## config.mk

```make
export PLATFORM = sky130hd
export DESIGN_NAME = pipe_hazard_ctrl_flat
export DESIGN_NICKNAME = d
export VERILOG_FILES = /design/src/rtl/pipe_pkg.sv /design/src/rtl/pipe_hazard_ctrl_if.sv /design/src/rtl/hazard_fwd_sel.sv /design/src/rtl/pipe_hazard_ctrl.sv /design/src/flat_wrapper.sv
export SDC_FILE = /design/constraint.sdc
export NUM_CORES = 1
export LEC_CHECK = 0
export BUFFER_PORTS_ARGS = -buffer_cell sky130_fd_sc_hd__buf_2
export CAP_MARGIN = 20
export CELL_PAD_IN_SITES_DETAIL_PLACEMENT = 0
export CELL_PAD_IN_SITES_GLOBAL_PLACEMENT = 1
export CORE_MARGIN = 2
export CORE_UTILIZATION = 30
export CTS_CLUSTER_SIZE = 12
export DETAILED_ROUTE_END_ITERATION = 8
export GPL_ROUTABILITY_DRIVEN = 1
export PLACE_DENSITY = 0.78
export SYNTH_ARGS = -nofsm -noshare
export SYNTH_HDL_FRONTEND = slang
export SYNTH_HIERARCHICAL = 1
export SYNTH_SLANG_ARGS = --single-unit
```

## constraint.sdc

```tcl
create_clock -name clk -period 2.7 [get_ports clk]
set_clock_uncertainty 0.15 [all_clocks]
set_input_delay 0.135 -clock clk [delete_from_list [all_inputs] [get_ports clk]]
set_output_delay 0.135 -clock clk [all_outputs]
set_load 0.02 [all_outputs]
```

## src/rtl/pipe_pkg.sv

```systemverilog
// rtl/pipe_pkg.sv - shared types and constants for the pipeline hazard controller
package pipe_pkg;
    localparam int SB_AW = 4;

    localparam logic [1:0] FWD_RF = 2'b00;
    localparam logic [1:0] FWD_W  = 2'b01;
    localparam logic [1:0] FWD_M  = 2'b10;

    localparam logic [SB_AW-1:0] REG_PC = 4'd15;

    typedef enum logic [1:0] {RUN, LOADUSE, MEMWAIT} hz_state_t;

    typedef struct packed {
        logic             valid;
        logic [SB_AW-1:0] wa;
        logic             regwrite;
        logic             memtoreg;
    } sb_slot_t;

    // R15 reads as PC+8, so it can never depend on an in-flight writer.
    function automatic logic src_hit(logic [SB_AW-1:0] ra, logic used, sb_slot_t slot);
        return used && (ra != REG_PC) && slot.valid && slot.regwrite && (slot.wa == ra);
    endfunction
endpackage

```

## src/rtl/pipe_hazard_ctrl_if.sv

```systemverilog
// rtl/pipe_hazard_ctrl_if.sv - datapath <-> hazard controller signal bundle
interface pipe_hazard_ctrl_if #(
    parameter int REG_AW   = 4,
    parameter int STALL_CW = 8
);
    logic [REG_AW-1:0]   RA1D;
    logic [REG_AW-1:0]   RA2D;
    logic [REG_AW-1:0]   WA3D;
    logic                Use1D;
    logic                Use2D;
    logic                RegWriteD;
    logic                MemToRegD;
    logic                BranchTakenE;
    logic                MemWaitM;
    logic                StallF;
    logic                StallD;
    logic                StallE;
    logic                StallM;
    logic                FlushD;
    logic                FlushE;
    logic [1:0]          ForwardAE;
    logic [1:0]          ForwardBE;
    logic [STALL_CW-1:0] stall_cnt;
    pipe_pkg::hz_state_t state;

    modport master (
        output RA1D, RA2D, WA3D, Use1D, Use2D, RegWriteD, MemToRegD, BranchTakenE, MemWaitM,
        input  StallF, StallD, StallE, StallM, FlushD, FlushE, ForwardAE, ForwardBE, stall_cnt, state
    );

    modport slave (
        input  RA1D, RA2D, WA3D, Use1D, Use2D, RegWriteD, MemToRegD, BranchTakenE, MemWaitM,
        output StallF, StallD, StallE, StallM, FlushD, FlushE, ForwardAE, ForwardBE, stall_cnt, state
    );
endinterface

```

## src/rtl/hazard_fwd_sel.sv

```systemverilog
// rtl/hazard_fwd_sel.sv - forwarding select for one execute-stage operand
module hazard_fwd_sel
    import pipe_pkg::*;
(
    input  logic [SB_AW-1:0] ra,
    input  logic             used,
    input  sb_slot_t         slot_m,
    input  sb_slot_t         slot_w,
    output logic [1:0]       sel
);
    // A load in M has no data yet; it is covered by the load-use stall and a later W forward.
    always_comb begin
        sel = FWD_RF;
        if (src_hit(ra, used, slot_m) && !slot_m.memtoreg) begin
            sel = FWD_M;
        end else if (src_hit(ra, used, slot_w)) begin
            sel = FWD_W;
        end
    end
endmodule

```

## src/rtl/pipe_hazard_ctrl.sv

```systemverilog
// rtl/pipe_hazard_ctrl.sv - stall/flush/forward control for the 5-stage pipe; HAZARD_FORWARD_EN enables forwarding
module pipe_hazard_ctrl
    import pipe_pkg::*;
#(
    parameter int REG_AW   = 4,
    parameter int STALL_CW = 8
) (
    input logic               clk,
    input logic               rst,
    pipe_hazard_ctrl_if.slave hz
);
    localparam logic [STALL_CW-1:0] CNT_MAX = '1;

    hz_state_t           state_q, state_next;
    sb_slot_t            slot_e, slot_m, slot_d;
    logic [STALL_CW-1:0] cnt_q, cnt_next;
    logic [REG_AW-1:0]   ra1_d, ra2_d, wa_d;
    logic                data_hz, stall_fd, stall_em, flush_d, flush_e;

    assign ra1_d  = hz.RA1D;
    assign ra2_d  = hz.RA2D;
    assign wa_d   = hz.WA3D;
    assign slot_d = '{valid: 1'b1, wa: wa_d, regwrite: hz.RegWriteD, memtoreg: hz.MemToRegD};

`ifdef HAZARD_FORWARD_EN
    sb_slot_t          slot_w;
    logic [REG_AW-1:0] e_ra1, e_ra2;
    logic              e_use1, e_use2;

    assign data_hz = slot_e.memtoreg &&
                     (src_hit(ra1_d, hz.Use1D, slot_e) || src_hit(ra2_d, hz.Use2D, slot_e));

    hazard_fwd_sel u_fwd_a (.ra(e_ra1), .used(e_use1), .slot_m(slot_m), .slot_w(slot_w), .sel(hz.ForwardAE));
    hazard_fwd_sel u_fwd_b (.ra(e_ra2), .used(e_use2), .slot_m(slot_m), .slot_w(slot_w), .sel(hz.ForwardBE));

    // W and the E source fields only matter as forwarding inputs.
    always_ff @(posedge clk) begin
        if (rst) begin
            slot_w <= '0;
            e_ra1  <= '0;
            e_ra2  <= '0;
            e_use1 <= 1'b0;
            e_use2 <= 1'b0;
        end else if (!hz.MemWaitM) begin
            slot_w <= slot_m;
            e_ra1  <= flush_e ? '0 : ra1_d;
            e_ra2  <= flush_e ? '0 : ra2_d;
            e_use1 <= flush_e ? 1'b0 : hz.Use1D;
            e_use2 <= flush_e ? 1'b0 : hz.Use2D;
        end
    end
`else
    // Without forwarding, a source must wait until its writer reaches W (regfile writes on negedge).
    assign data_hz = src_hit(ra1_d, hz.Use1D, slot_e) || src_hit(ra2_d, hz.Use2D, slot_e) ||
                     src_hit(ra1_d, hz.Use1D, slot_m) || src_hit(ra2_d, hz.Use2D, slot_m);
    assign hz.ForwardAE = FWD_RF;
    assign hz.ForwardBE = FWD_RF;
`endif

    always_comb begin
        state_next = RUN;
        stall_fd   = 1'b0;
        stall_em   = 1'b0;
        flush_d    = 1'b0;
        flush_e    = 1'b0;
        if (hz.MemWaitM) begin
            stall_fd   = 1'b1;
            stall_em   = 1'b1;
            state_next = MEMWAIT;
        end else if (hz.BranchTakenE) begin
            flush_d = 1'b1;
            flush_e = 1'b1;
        end else if (data_hz) begin
            stall_fd   = 1'b1;
            flush_e    = 1'b1;
            state_next = LOADUSE;
        end
    end

    // Shown combinationally so the first stall cycle already reads 1.
    assign cnt_next = stall_fd ? ((cnt_q == CNT_MAX) ? cnt_q : cnt_q + 1'b1) : '0;

    always_ff @(posedge clk) begin
        if (rst) begin
            state_q <= RUN;
            cnt_q   <= '0;
            slot_e  <= '0;
            slot_m  <= '0;
        end else begin
            state_q <= state_next;
            cnt_q   <= cnt_next;
            if (!hz.MemWaitM) begin
                slot_m <= slot_e;
                slot_e <= flush_e ? '0 : slot_d;
            end
        end
    end

    assign hz.StallF    = stall_fd;
    assign hz.StallD    = stall_fd;
    assign hz.StallE    = stall_em;
    assign hz.StallM    = stall_em;
    assign hz.FlushD    = flush_d;
    assign hz.FlushE    = flush_e;
    assign hz.stall_cnt = cnt_next;
    assign hz.state     = state_q;
endmodule

```

## src/flat_wrapper.sv

```systemverilog
// flat-port wrapper written by rule: the top's interface ports become plain ports
module pipe_hazard_ctrl_flat import pipe_pkg::*;
#(
    parameter int REG_AW   = 4,
    parameter int STALL_CW = 8
)
  (clk, rst, hz_RA1D, hz_RA2D, hz_WA3D, hz_Use1D, hz_Use2D, hz_RegWriteD, hz_MemToRegD, hz_BranchTakenE, hz_MemWaitM, hz_StallF, hz_StallD, hz_StallE, hz_StallM, hz_FlushD, hz_FlushE, hz_ForwardAE, hz_ForwardBE, hz_stall_cnt, hz_state);
  pipe_hazard_ctrl_if #(.REG_AW(REG_AW), .STALL_CW(STALL_CW)) hz_i ();
  input logic clk;
  input logic rst;
  input wire logic [$bits(hz_i.RA1D)-1:0] hz_RA1D;
  input wire logic [$bits(hz_i.RA2D)-1:0] hz_RA2D;
  input wire logic [$bits(hz_i.WA3D)-1:0] hz_WA3D;
  input wire logic [$bits(hz_i.Use1D)-1:0] hz_Use1D;
  input wire logic [$bits(hz_i.Use2D)-1:0] hz_Use2D;
  input wire logic [$bits(hz_i.RegWriteD)-1:0] hz_RegWriteD;
  input wire logic [$bits(hz_i.MemToRegD)-1:0] hz_MemToRegD;
  input wire logic [$bits(hz_i.BranchTakenE)-1:0] hz_BranchTakenE;
  input wire logic [$bits(hz_i.MemWaitM)-1:0] hz_MemWaitM;
  output wire logic [$bits(hz_i.StallF)-1:0] hz_StallF;
  output wire logic [$bits(hz_i.StallD)-1:0] hz_StallD;
  output wire logic [$bits(hz_i.StallE)-1:0] hz_StallE;
  output wire logic [$bits(hz_i.StallM)-1:0] hz_StallM;
  output wire logic [$bits(hz_i.FlushD)-1:0] hz_FlushD;
  output wire logic [$bits(hz_i.FlushE)-1:0] hz_FlushE;
  output wire logic [$bits(hz_i.ForwardAE)-1:0] hz_ForwardAE;
  output wire logic [$bits(hz_i.ForwardBE)-1:0] hz_ForwardBE;
  output wire logic [$bits(hz_i.stall_cnt)-1:0] hz_stall_cnt;
  output wire logic [$bits(hz_i.state)-1:0] hz_state;
  assign hz_i.RA1D = hz_RA1D;
  assign hz_i.RA2D = hz_RA2D;
  assign hz_i.WA3D = hz_WA3D;
  assign hz_i.Use1D = hz_Use1D;
  assign hz_i.Use2D = hz_Use2D;
  assign hz_i.RegWriteD = hz_RegWriteD;
  assign hz_i.MemToRegD = hz_MemToRegD;
  assign hz_i.BranchTakenE = hz_BranchTakenE;
  assign hz_i.MemWaitM = hz_MemWaitM;
  assign hz_StallF = hz_i.StallF;
  assign hz_StallD = hz_i.StallD;
  assign hz_StallE = hz_i.StallE;
  assign hz_StallM = hz_i.StallM;
  assign hz_FlushD = hz_i.FlushD;
  assign hz_FlushE = hz_i.FlushE;
  assign hz_ForwardAE = hz_i.ForwardAE;
  assign hz_ForwardBE = hz_i.ForwardBE;
  assign hz_stall_cnt = hz_i.stall_cnt;
  assign hz_state = hz_i.state;
  pipe_hazard_ctrl #(.REG_AW(REG_AW), .STALL_CW(STALL_CW)) u_core (.clk(clk), .rst(rst), .hz(hz_i));
endmodule
```

==> reports/metrics.yaml <==
global_route:
  grt_overflow: 0
  grt_max_degree: 18
  grt_pass1_wl_mm: 4.31
  track_usage_pct: 12.5
  grt_pass1_vias: 998
  antenna_found_initial: 0
final_layout:
  nNetsFinal: 190
  drive_above_1_share_pct: 25.6
  finalInstanceArea_mm2: 0.00146
  diodes: 0
  post-route-util_pct: 38.9
  syn_to_final_growth_pct: 22.5
timing:
  relSlewSlack_pct: 51.9
  totalNegativeSetupSlack_ns: 0
  rsz0062_at_grt: "no"
  period_needed_ns: 2.35
  finalMaxSlewViolations: 0
  fin_crit_sh_pct: 87.0
  hold_violations: 0
  worst_pin_slew_ns: 0.716
  clock.fmax_ghz: 0.426
  setup_violations: 0
synth:
  synth_top_area_cell: "dfxtp_1"
  syn_area_per_cell_um2: 8.88
  yosysMostFrequentCell: "dfxtp_1"
  synth-warning-count: 6
  synth_top_cells_by_area: "dfxtp_1 (37%), xnor2_1 (8.8%), nor2_1 (6.3%), mux2i_1 (5.9%), xor2_1 (5.9%)"
  ys_async_sr_fraction_pct: 0
  yosysSeqAreaShare_pct: 37.0
  synth_edf_count: 0
  syn_inst: 134
  ys_ff_latch: 22
  synth_cell_types: 27
  yosys_most_used_dff: "dfxtp_1"
  synth_commonest_cells: "dfxtp_1 (22), nor2_1 (20), xnor2_1 (12)"
  synth_area_mm2: 0.00119
  yosysTopAreaCellShare_pct: 37.0
critical_path:
  cp_data_required_time_ns: 2.41
  endpoint_kind: "primary output"
  critical_path_class: "register to primary output"
  worstPathMaxFanout: 17
  arrival_ns: 2.06
  crit_path_start_kind: "register"
route:
  drt_wl_total_mm: 2.51
  viasPerCell: 4.75
  drt_iter0_markers: 40
  ant_nets: 0
  avgRoutedWirePerCell_um: 11.6
  via_count: 1027
  dr.pass1.iters: 4
  drc: 0
worst_hold_path:
  hold_class: "primary input to register"
clock_network:
  cts_root_buf: "clkbuf_8"
  numCtsBuffers: 3
  cts_tree: "built"
  cts.clk_slew.worst_paths_ns: 0.07
  htree_levels: 1
  cts_max_path_buffers: 2
  clk_latency_ns: 0.26
  post-cts-setup-buffers: 0
  clock-sinks: 22
power:
  cellLeakagePower_nw: 0.637
  p_per_area_mw_per_mm2: 458
  peakVddDrop_uv: 232
  power.total_uw: 668
place:
  io_buffers: 34
  hpwl_mm: 1.93
  place_congestion: 0.836
  place_area_mm2: 0.00135
die:
  start_util_pct: 31.8
  row_count: 22
  io_pins: 40
  dieArea_mm2: 0.00449
  die_y_um: 67.0
  core-area_mm2: 0.00374
  die_width_um: 67.0
job:
  cap_violations: 0
run_status:
  outcome: "complete, no violations"
where the power goes:
part | internal [mW] | total, mW | switching [mW] | leakage (nW)
Combinational | 0.0429 | 0.0983 | 0.0554 | 0.429
Sequential | 0.332 | 0.341 | 0.00866 | 0.179
Clock | 0.130 | 0.228 | 0.0985 | 0.0288
metrics by stage:
stage / setup slack, ns / std cells / hold WS [ns]
final: 0.352 / 216 / 0.0867
after global routing: 0.108 / 216 / 0.0969
after CTS: 0.332 / 216 / 0.0826
after detailed placement: 0.635 / 207 / 0.228
after global placement: 0.675 / 207 / 0.224
after floorplan: 0.803 / 137 / 0.0643
repair_timing:
action                    in CTS  in global routing
hold endpoints to repair       5                  0
hold buffers                   5                  0
gates resized for setup        0                  0
area by class of cell:
| cell class | count | area, um^2 |
|---|---|---|
| sequential | 22 | 440 |
| timing repair buffer | 39 | 220 |
| inverter | 4 | 15.0 |
| clock buffer | 4 | 55.1 |
| multi-input combinational | 99 | 667 |
| tap | 48 | 60.1 |
| fill | 411 | 2290 |
flip-flops by register name, indices dropped and copies added, names as in the netlist:
name             flops
u_core/cnt_q         8
u_core/slot_e        6
u_core/slot_m        6
u_core/hz.state      2
kinds of logic after synthesis:
group	after synthesis	synth area share [%]
other	1	0.315
XOR/XNOR	20	14.7
buffers and inverters	16	7.89
flip-flops	22	37.0
AO/OA/AOI/OAI	16	12.8
AND/OR/NAND/NOR	51	20.3
multiplexers	7	5.89
adder cells (fa/ha/maj)	1	1.05
metal layers:
metal  share of wire (%)  global-route usage, %  vias to the layer above  wire length [um]
met3                 5.5                   3.21                        2               137
met1                  45                   14.9                      475              1130
met5                   0                      0                        -                 0
li1                    -                      -                      522                 -
met4                0.44                   3.06                        0                11
met2                  49                   22.1                       28              1220
path summary, 6_finish.rpt:
kind                                               startpoint                       endpoint  slack, ns  cells past startpoint
worst min-delay path                                      rst  u_core/slot_m[3]$_SDFFE_PP0N_       0.09                      2
worst max-delay path            u_core/slot_m[5]$_SDFFE_PP0N_                hz_stall_cnt[1]       0.35                      7
worst max register to register  u_core/slot_m[5]$_SDFFE_PP0N_     u_core/cnt_q[6]$_SDFF_PP0_       0.80                      6
worst min register to register  u_core/slot_m[6]$_SDFFE_PP0N_  u_core/slot_m[6]$_SDFFE_PP0N_       0.40                      2
placed cells by master (no fill, tap or decap), types with 2 or more instances in the layout:
| cell | n |
|---|---|
| xnor2_1 | 12 |
| xor2_1 | 8 |
| a32o_1 | 5 |
| buf_2 | 34 |
| inv_1 | 4 |
| o21ai_2 | 2 |
| nor3_1 | 11 |
| clkbuf_8 | 4 |
| nand2_1 | 2 |
| nor2_1 | 20 |
| nand4_1 | 2 |
| a41oi_1 | 2 |
| nand3_1 | 8 |
| dlygate4sd3_1 | 5 |
| conb_1 | 4 |
| and3_1 | 2 |
| nor2b_1 | 4 |
| dfxtp_1 | 22 |
| mux2i_1 | 7 |
| o21ai_0 | 3 |
critical path, stage by stage, from the launching register on:
cell	delay (ns)
dfxtp_1	0.38
xor2_1	0.18
nor3_1	0.07
nand4_1	0.10
o21ai_2	0.09
a221oi_4	0.67
nor2_1	0.12
buf_2	0.19
No activity file was read; power rests on OpenSTA's default activity.
